## src/rtl/rf_wport_arbiter.sv

```systemverilog
// Register-file write-port arbiter: the WB pipeline has fixed priority and long-latency unit
// results queue in a small in-order FIFO. A pending bitmap lets ID interlock on queued results.
module rf_wport_arbiter #(
    parameter int DEPTH      = 4,
    parameter int STARVE_MAX = 8
) (
    input  logic        clk,
    input  logic        rst,
    input  logic        pipe_we,
    input  logic [4:0]  pipe_waddr,
    input  logic [31:0] pipe_wdata,
    output logic        pipe_stall,
    input  logic        au_valid,
    output logic        au_ready,
    input  logic [4:0]  au_waddr,
    input  logic [31:0] au_wdata,
    input  logic        flush,
    output logic        rf_we,
    output logic [4:0]  rf_waddr,
    output logic [31:0] rf_wdata,
    output logic [31:0] pending
);

    localparam int PW = (DEPTH > 1) ? $clog2(DEPTH) : 1;
    localparam int CW = PW + 1;
    localparam int WW = $clog2(STARVE_MAX + 1);
    localparam logic [CW-1:0] FULL_COUNT = CW'(DEPTH);
    localparam logic [WW-1:0] WAIT_MAX   = WW'(STARVE_MAX);

    typedef enum logic {
        NORMAL,
        FORCE
    } state_e;

    state_e           state_q, state_d;
    logic [PW-1:0]    rdPtr_q, rdPtr_d;
    logic [PW-1:0]    wrPtr_q, wrPtr_d;
    logic [CW-1:0]    count_q, count_d;
    logic [WW-1:0]    waitCnt_q, waitCnt_d;
    logic [DEPTH-1:0] live_q, live_d;
    logic [4:0]       fifoAddr_q [DEPTH];
    logic [31:0]      fifoData_q [DEPTH];

    logic        fifoEmpty;
    logic        headLive;
    logic [4:0]  headAddr;
    logic [31:0] headData;
    logic        auReady;
    logic        auAccept;
    logic        selHead;
    logic        selPipe;
    logic        selAu;
    logic        headPop;
    logic        push;
    logic        pipeKill;
    logic [31:0] pendingVec;

    // A slot's live bit is cleared when it pops, so an empty FIFO never reports a live head.
    assign fifoEmpty = (count_q == '0);
    assign headAddr  = fifoAddr_q[rdPtr_q];
    assign headData  = fifoData_q[rdPtr_q];
    assign headLive  = live_q[rdPtr_q];

    assign auReady  = ~rst & (count_q < FULL_COUNT) & ~flush;
    assign auAccept = au_valid & auReady;
    assign au_ready = auReady;

    assign pipe_stall = ~rst & (state_q == FORCE);

    always_comb begin
        selHead = 1'b0;
        selPipe = 1'b0;
        selAu   = 1'b0;
        if (state_q == FORCE) begin
            selHead = 1'b1;
        end else if (pipe_we) begin
            selPipe = 1'b1;
        end else if (!fifoEmpty) begin
            selHead = 1'b1;
        end else if (auAccept) begin
            selAu = 1'b1;
        end
    end

    // Dead heads drain on their own, even while the pipe owns the port.
    assign headPop  = ~fifoEmpty & (selHead | ~headLive);
    assign push     = auAccept & ~selAu;
    assign pipeKill = selPipe & (pipe_waddr != 5'd0);

    always_comb begin
        rf_we    = 1'b0;
        rf_waddr = 5'd0;
        rf_wdata = 32'd0;
        if (!rst) begin
            if (selHead && headLive && (headAddr != 5'd0)) begin
                rf_we    = 1'b1;
                rf_waddr = headAddr;
                rf_wdata = headData;
            end else if (selPipe && (pipe_waddr != 5'd0)) begin
                rf_we    = 1'b1;
                rf_waddr = pipe_waddr;
                rf_wdata = pipe_wdata;
            end else if (selAu && (au_waddr != 5'd0)) begin
                rf_we    = 1'b1;
                rf_waddr = au_waddr;
                rf_wdata = au_wdata;
            end
        end
    end

    // A pipe write is younger than anything queued, so same-register unit results die.
    always_comb begin
        live_d  = live_q;
        rdPtr_d = rdPtr_q;
        wrPtr_d = wrPtr_q;
        if (pipeKill) begin
            for (int i = 0; i < DEPTH; i++) begin
                if (fifoAddr_q[i] == pipe_waddr) begin
                    live_d[i] = 1'b0;
                end
            end
        end
        if (headPop) begin
            live_d[rdPtr_q] = 1'b0;
            rdPtr_d         = rdPtr_q + PW'(1);
        end
        if (push) begin
            live_d[wrPtr_q] = ~(pipeKill && (au_waddr == pipe_waddr));
            wrPtr_d         = wrPtr_q + PW'(1);
        end
        count_d = count_q + CW'(push) - CW'(headPop);
        if (flush) begin
            live_d  = '0;
            rdPtr_d = '0;
            wrPtr_d = '0;
            count_d = '0;
        end
    end

    always_comb begin
        waitCnt_d = waitCnt_q;
        if (flush || headPop || fifoEmpty) begin
            waitCnt_d = '0;
        end else if (headLive && !selHead && (waitCnt_q != WAIT_MAX)) begin
            waitCnt_d = waitCnt_q + WW'(1);
        end
    end

    always_comb begin
        state_d = state_q;
        case (state_q)
            NORMAL: begin
                if (!flush && live_d[rdPtr_q] && (waitCnt_d == WAIT_MAX)) begin
                    state_d = FORCE;
                end
            end
            FORCE: begin
                if (flush || headPop) begin
                    state_d = NORMAL;
                end
            end
            default: state_d = NORMAL;
        endcase
    end

    always_comb begin
        pendingVec = '0;
        for (int i = 0; i < DEPTH; i++) begin
            if (live_q[i]) begin
                pendingVec[fifoAddr_q[i]] = 1'b1;
            end
        end
        pendingVec[0] = 1'b0;
    end

    assign pending = rst ? 32'd0 : pendingVec;

    always_ff @(posedge clk) begin
        if (rst) begin
            state_q   <= NORMAL;
            rdPtr_q   <= '0;
            wrPtr_q   <= '0;
            count_q   <= '0;
            waitCnt_q <= '0;
            live_q    <= '0;
        end else begin
            state_q   <= state_d;
            rdPtr_q   <= rdPtr_d;
            wrPtr_q   <= wrPtr_d;
            count_q   <= count_d;
            waitCnt_q <= waitCnt_d;
            live_q    <= live_d;
        end
    end

    // Payload storage needs no reset; the live bits decide what is meaningful.
    always_ff @(posedge clk) begin
        if (push) begin
            fifoAddr_q[wrPtr_q] <= au_waddr;
            fifoData_q[wrPtr_q] <= au_wdata;
        end
    end

endmodule

```

## config.mk

```make
export PLATFORM = sky130hd
export DESIGN_NAME = rf_wport_arbiter
export DESIGN_NICKNAME = d
export VERILOG_FILES = /design/src/rtl/rf_wport_arbiter.sv
export SDC_FILE = /design/constraint.sdc
export NUM_CORES = 1
export LEC_CHECK = 0
export CELL_PAD_IN_SITES_DETAIL_PLACEMENT = 1
export CELL_PAD_IN_SITES_GLOBAL_PLACEMENT = 1
export CORE_ASPECT_RATIO = 1.75
export CORE_MARGIN = 2
export CORE_UTILIZATION = 43
export CTS_BUF_LIST = sky130_fd_sc_hd__clkbuf_4
export DETAILED_ROUTE_END_ITERATION = 10
export DONT_BUFFER_PORTS = 1
export HOLD_SLACK_MARGIN = 0.06
export PLACE_DENSITY = 0.76
export SKIP_CTS_REPAIR_TIMING = 1
export SYNTH_ARGS = -nofsm -noshare
export SYNTH_HDL_FRONTEND = slang
export SYNTH_SLANG_ARGS = --single-unit
```

## constraint.sdc

```tcl
create_clock -name clk -period 3.9 [get_ports clk]
set_clock_uncertainty 0.2 [all_clocks]
set_input_delay 0.39 -clock clk [delete_from_list [all_inputs] [get_ports clk]]
set_output_delay 0.39 -clock clk [all_outputs]
set_load 0.05 [all_outputs]
```

# Yosys cells after proc, flatten, opt, wreduce, memory -nomap -nowiden
# Memory sizes are Yosys's and may differ from the RTL's. A register that Yosys moved wholly into a read port is not among the register bits.
# Cells that the tools add are included.
dict set report totals {
  mem_bits_rw 148
  regBits 16
  elab_cells 139
  out_inout_bits 72
  in_bits 79
  n_memories 2
}
# memory depth word_bits rd rd_ports_with_merged_regs wr line_no
set memory_table {}
lappend memory_table {fifoData_q 4 32 1 1 1 42} ;# logic [31:0] fifoData_q [DEPTH];
lappend memory_table {fifoAddr_q 4 5 5 1 1 41} ;# logic [4:0] fifoAddr_q [DEPTH];
dict set report classes {
  addsub 5
  bitwise 20
  magnitude_cmp 13
  mux 62
  reduce_logical 24
  eq_ne 7
}
# operator count
set op_table {}
lappend op_table {{$mux W32} 9}
lappend op_table {{$or A32 B32 Y32} 3}
lappend op_table {{$mux W1} 29}
lappend op_table {{$eq A5 B5 Y1} 5}
lappend op_table {{$lt A5 B6 Y1 const B} 4}
lappend op_table {{$mux W4} 6}
lappend op_table {{$demux W1 S5} 4}
lappend op_table {{$ge A5 B1 Y1 const B} 4}
lappend op_table {{$mux W5} 4}
lappend op_table {{$logic_and A1 B1 Y1} 15}
lappend op_table {{$reduce_bool A5 Y1} 3}
lappend op_table {{$mux W2} 4}
lappend op_table {{$and A1 B1 Y1} 7}
lappend op_table {{$not A1 Y1} 7}
lappend op_table {{$lt A2 B3 Y1 const B} 2}
lappend op_table {{$add A2 B1 Y2 const B} 2}
lappend op_table {{$add A4 B1 Y4 const B} 1}
lappend op_table {{$and A4 B4 Y4} 1}
lappend op_table {{$bmux W1 S2} 2}
lappend op_table {{$bwmux W4} 1}
lappend op_table {{$demux W1 S2} 2}
lappend op_table {{$eq A4 B4 Y1 const B} 1}
lappend op_table {{$ge A2 B1 Y1 const B} 2}
lappend op_table {{$ne A4 B4 Y1 const B} 1}
lappend op_table {{10 further kinds} 12}

# Longest topological paths before layout
dict set report logic_depth {
  word_depth 18
  mapped_depth 11
  depth_no_buf 10
}

# Worst setup path after synthesis
# Ideal clock, no wire load.
dict set report synth_path {
  kind {input-to-output}
  startpoint {input port rst}
  endpoint {output port rf_wdata[13]}
  path_slack_ns 0.728
  path_buffers 3
  stages 8
  required_ns 3.310
  arrival_time_ns 2.582
  cell_sequence {clkbuf_1 -> nor4b_1 -> and3_1 -> clkbuf_1 -> o21a_1 -> clkbuf_1 -> a222oi_1 -> nor2_1}
}
dict set report synth_via {
  elab_chain_cells 13
}
# element line_no
set synth_lines {}
lappend synth_lines {{start: declaration} 8} ;# input logic rst,
lappend synth_lines {{$not A1 Y1} 64} ;# assign auReady = ~rst & (count_q < FULL_COUNT) & ~flush;
lappend synth_lines {{$and A1 B1 Y1 (2 in a row)} 64}
lappend synth_lines {{$and A1 B1 Y1} 65} ;# assign auAccept = au_valid & auReady;
lappend synth_lines {{$mux W1} 80} ;# end else if (auAccept) begin
lappend synth_lines {{$mux W1} 78} ;# end else if (!fifoEmpty) begin
lappend synth_lines {{$mux W1} 76} ;# end else if (pipe_we) begin
lappend synth_lines {{$mux W1} 74} ;# if (state_q == FORCE) begin
lappend synth_lines {{$logic_and A1 B1 Y1} 103} ;# end else if (selAu && (au_waddr != 5'd0)) begin
lappend synth_lines {{$mux W32} 103}
lappend synth_lines {{$mux W32} 99} ;# end else if (selPipe && (pipe_waddr != 5'd0)) begin
lappend synth_lines {{$mux W32} 95} ;# if (selHead && headLive && (headAddr != 5'd0)) begin
lappend synth_lines {{$mux W32 (*)} 94} ;# if (!rst) begin
lappend synth_lines {{end: declaration} 20} ;# output logic [31:0] rf_wdata,
# Mark *: on every way between the ends. The rest lies on a longest branch, timed or not.

==> out/qor.tcl <==
set qor(status) {finished, final reports clean}
set qor(worst-path-max-fanout) 16
set qor(tritoncts_sink_count) 166
set qor(report.final.slew_viol_count) 0
set qor(synth_cells) 659
set qor(std_cell_rows) 68
set qor(cts-root-buf) {clkbuf_4}
set qor(final_core_utilization) 0.504
set qor(worst_slew_pin_slew_ns) 1.15
set qor(timing.critical_path.to_type) {output port}
set qor(globalplace.congestion) 0.983
set qor(postSynth.topFlopCell) {edfxtp_1}
set qor(critical_path_arrival_ns) 3.26
set qor(number_of_antenna_violations_at_the_first_check_in_global_routing) 1
set qor(power_frac_clock) 0.219
set qor(route.detailed.drc) 0
set qor(via_count) 6624
set qor(wirelength_um) 27300
set qor(global_route.usage.total) 0.241
set qor(synth-edff-count) 148
set qor(critPathCapture) {rf_wdata[26]}
set qor(timing.critical_path.slowest_stage_cell) {mux4_1}
set qor(final_instance_count_without_filler_cells) 1004
set qor(cts.clk_slew.worst_paths_ns) 0.13
set qor(achievable-frequency_mhz) 260
set qor(design.final.nets) 838
set qor(net-switching-power_mw) 1.06
set qor(reg2reg_depth) 10
set qor(slew-limit-headroom) 0.233
set qor(power-per-cell-area_mw_per_mm2) 374
set qor(yosys_warnings) 0
set qor(power_frac_seq) 0.549
set qor(drtIter0Drc) 676
set qor(hpwl_um) 18300
set qor(crit_chain) {buf_6, mux4_1, or4_4, o21a_4, a222oi_1, nor2_1, buf_4}
set qor(drtAntennaViolNets) 0
set qor(leakage_nw) 3.22
set qor(placedCellCount) 919
set qor(critPathKind) {flip-flop to output port}
set qor(grt_first_pass_wirelength_um) 39000
set qor(setup_viol) 0
set qor(syn_avg_cell_area_um2) 13.0
set qor(power.internal_mw) 2.64
set qor(timing.final.ws_setup_ns) 0.0527
set qor(hold-worst-slack_ns) 0.129
set qor(syn2layout_area_growth_pct) 15.5
set qor(core_area_mm2) 0.0197
set qor(required_ns) 3.31
set qor(post_synth_num_cell_types) 60
set qor(synth_seq_cells) 166
set qor(place.port_buffers) 0
set qor(drive_above_1_share) 0.216
set qor(maxCapViolations) 0
set qor(start_kind) {flip-flop}
set qor(synthesis.area_mm2) 0.00858
set qor(endpoint_of_the_lowest_slack_register_to_register_path) {count_q[2]}
set qor(routed_via_density) 6.60
set qor(worst_ir_drop_vdd_v) 0.000373
set qor(finalSetupTns_ns) 0
set qor(die-width_um) 111
set qor(global_route.overflow_total) 0
set qor(post_drt_wl_per_cell_um) 27.2
set qor(detail_route.first_pass.iterations) 9
set qor(grt_pass1_vias) 6718
set qor(grt_start_max_net_pins) 74
set qor(layout.filler_cells) 1968
set qor(floorplan.die_area_mm2) 0.0211
set qor(clock_tree.htree_level_count) 4
set qor(ys_async_rst_share) 0
set qor(swShare) 0.287
set qor(timing_hold_violations_final) 0
set qor(cpPeakStageDelay_ns) 0.61
set qor(tritoncts) {done}
set qor(ioPinCount) 151
set qor(power.combinational.fraction) 0.232
set qor(floorplan.initialDensity) 0.437
set qor(clock_insertion_delay_worst_skew_ns) 0.53
set qor(chipHeight_um) 191
set qor(period_share) 0.986
set qor(pre_cts_slack_ns) 0.586
set qor(number_of_buffers_added_by_the_clock_tree_synthesis_step) 17
set qor(post-route-min-period_ns) 3.85
set qor(timing.hold.worst.class) {input port to flip-flop}
set qor(cts.path.max_buffers) 2
set qor(regToRegSetupSlack_ns) 0.87
set qor(rr_startpoint) {count_q[2]}
set qor(synth_sequential_area_ratio) 0.560
set qor(syn-num-nets) 751
-- registers in the layout, indices dropped and copies added (netlist names), named ones only --
register / flops
wrPtr_q: 2
waitCnt_q: 4
rdPtr_q: 2
state_q: 1
fifoData_q: 128
fifoAddr_q: 20
count_q: 3
live_q: 4
-- layout by cell type (no fill, tap or decap), drive strengths merged, types with 10 or more instances in the layout --
cell / synthesis / layout
dfxtp: 18 / 18
nor3: 10 / 10
buf: 18 / 84
a21oi: 23 / 23
clkbuf: 40 / 21
dlygate4sd3: 0 / 40
a222oi: 37 / 37
a22oi: 31 / 31
nor3b: 17 / 17
ha: 12 / 12
nor2: 81 / 81
o22ai: 15 / 15
xor2: 11 / 11
nand2: 18 / 18
inv: 17 / 18
xnor2: 20 / 20
edfxtp: 148 / 148
a221oi: 14 / 14
mux4: 38 / 38
-- cell type report --
| type | count | area (um2) | share of cell area |
|---|---|---|---|
| clock buffer | 21 | 158 | 0.0159 |
| clock inverter | 10 | 58.8 | 0.00593 |
| antenna | 1 | 2.50 | 0.000252 |
| multi-input combinational | 420 | 3480 | 0.351 |
| sequential | 166 | 4810 | 0.485 |
| tap | 245 | 307 | 0.0309 |
| inverter | 17 | 63.8 | 0.00644 |
| timing repair buffer | 124 | 1040 | 0.105 |
-- worst min path at each step --
stage / slack, ns / startpoint / endpoint / cells after the start
after floorplan: 0.27 / wrPtr_q[1] / wrPtr_q[1] / 2
after global placement: 0.28 / wrPtr_q[1] / wrPtr_q[1] / 2
after detailed placement: 0.29 / au_wdata[23] / fifoData_q[0][23] / 0
after CTS: -0.32 / au_wdata[31] / fifoData_q[1][31] / 0
after global routing: 0.1 / flush / wrPtr_q[1] / 4
final: 0.13 / flush / wrPtr_q[1] / 4
-- cells in the mapped netlist (10+ instances only) --
cell,number,share of area
edfxtp_1,148,0.52
nor2_1,81,0.035
clkbuf_1,40,0.017
a222oi_1,37,0.043
mux4_2,36,0.095
a22oi_1,31,0.027
a21oi_1,23,0.013
xnor2_1,20,0.020
dfxtp_1,18,0.042
nand2_1,18,0.0079
nor3b_1,17,0.015
o22ai_1,15,0.011
a221oi_1,14,0.014
inv_1,14,0.0061
ha_1,12,0.017
xor2_1,11,0.011
nor3_1,10,0.0058
-- per-layer routing --
layer	vias up	track usage	wire length, um
li1	2823	-	-
met1	3271	0.249	8890
met2	413	0.451	14900
met3	117	0.0601	2040
met4	0	0.120	1420
met5	-	0	0
-- metrics by stage --
step | power, mW | instance area [um2]
6_report | 3.71 | 9910
5_1_grt | 3.87 | 9910
4_1_cts | 3.68 | 9390
3_5_place_dp | 2.87 | 9170
3_3_place_gp | 2.85 | 9170
2_1_floorplan | 2.68 | 8580
-- power by group through the flow --
stage,registers [mW],logic (mW),clock network [mW]
3_5_place_dp,2.08,0.791,0
4_1_cts,2.04,0.800,0.845
3_3_place_gp,2.07,0.779,0
2_1_floorplan,2.04,0.641,0
5_1_grt,2.04,0.925,0.901
6_report,2.03,0.860,0.812
-- logic make-up (layout without fill, tap and decap cells) --
| family | count (synthesis) | count (layout) | synth area share |
|---|---|---|---|
| simple gates | 188 | 188 | 0.113 |
| other cells | 1 | 2 | 0.000437 |
| compound gates | 144 | 146 | 0.132 |
| flops | 166 | 166 | 0.560 |
| xor+xnor | 31 | 31 | 0.0316 |
| mux | 41 | 41 | 0.104 |
| buf+inv | 75 | 172 | 0.0388 |
| fa+ha+maj | 13 | 13 | 0.0198 |
-- critical path: cells and delay by family (launching register included) --
kind                   cells  cell delay (ns)
flip-flops                 1             0.39
AND/OR/NAND/NOR            2             0.59
multiplexers               1             0.61
buffers and inverters      2             0.42
AO/OA/AOI/OAI              2             0.71
(Power assumes the default switching activity.)
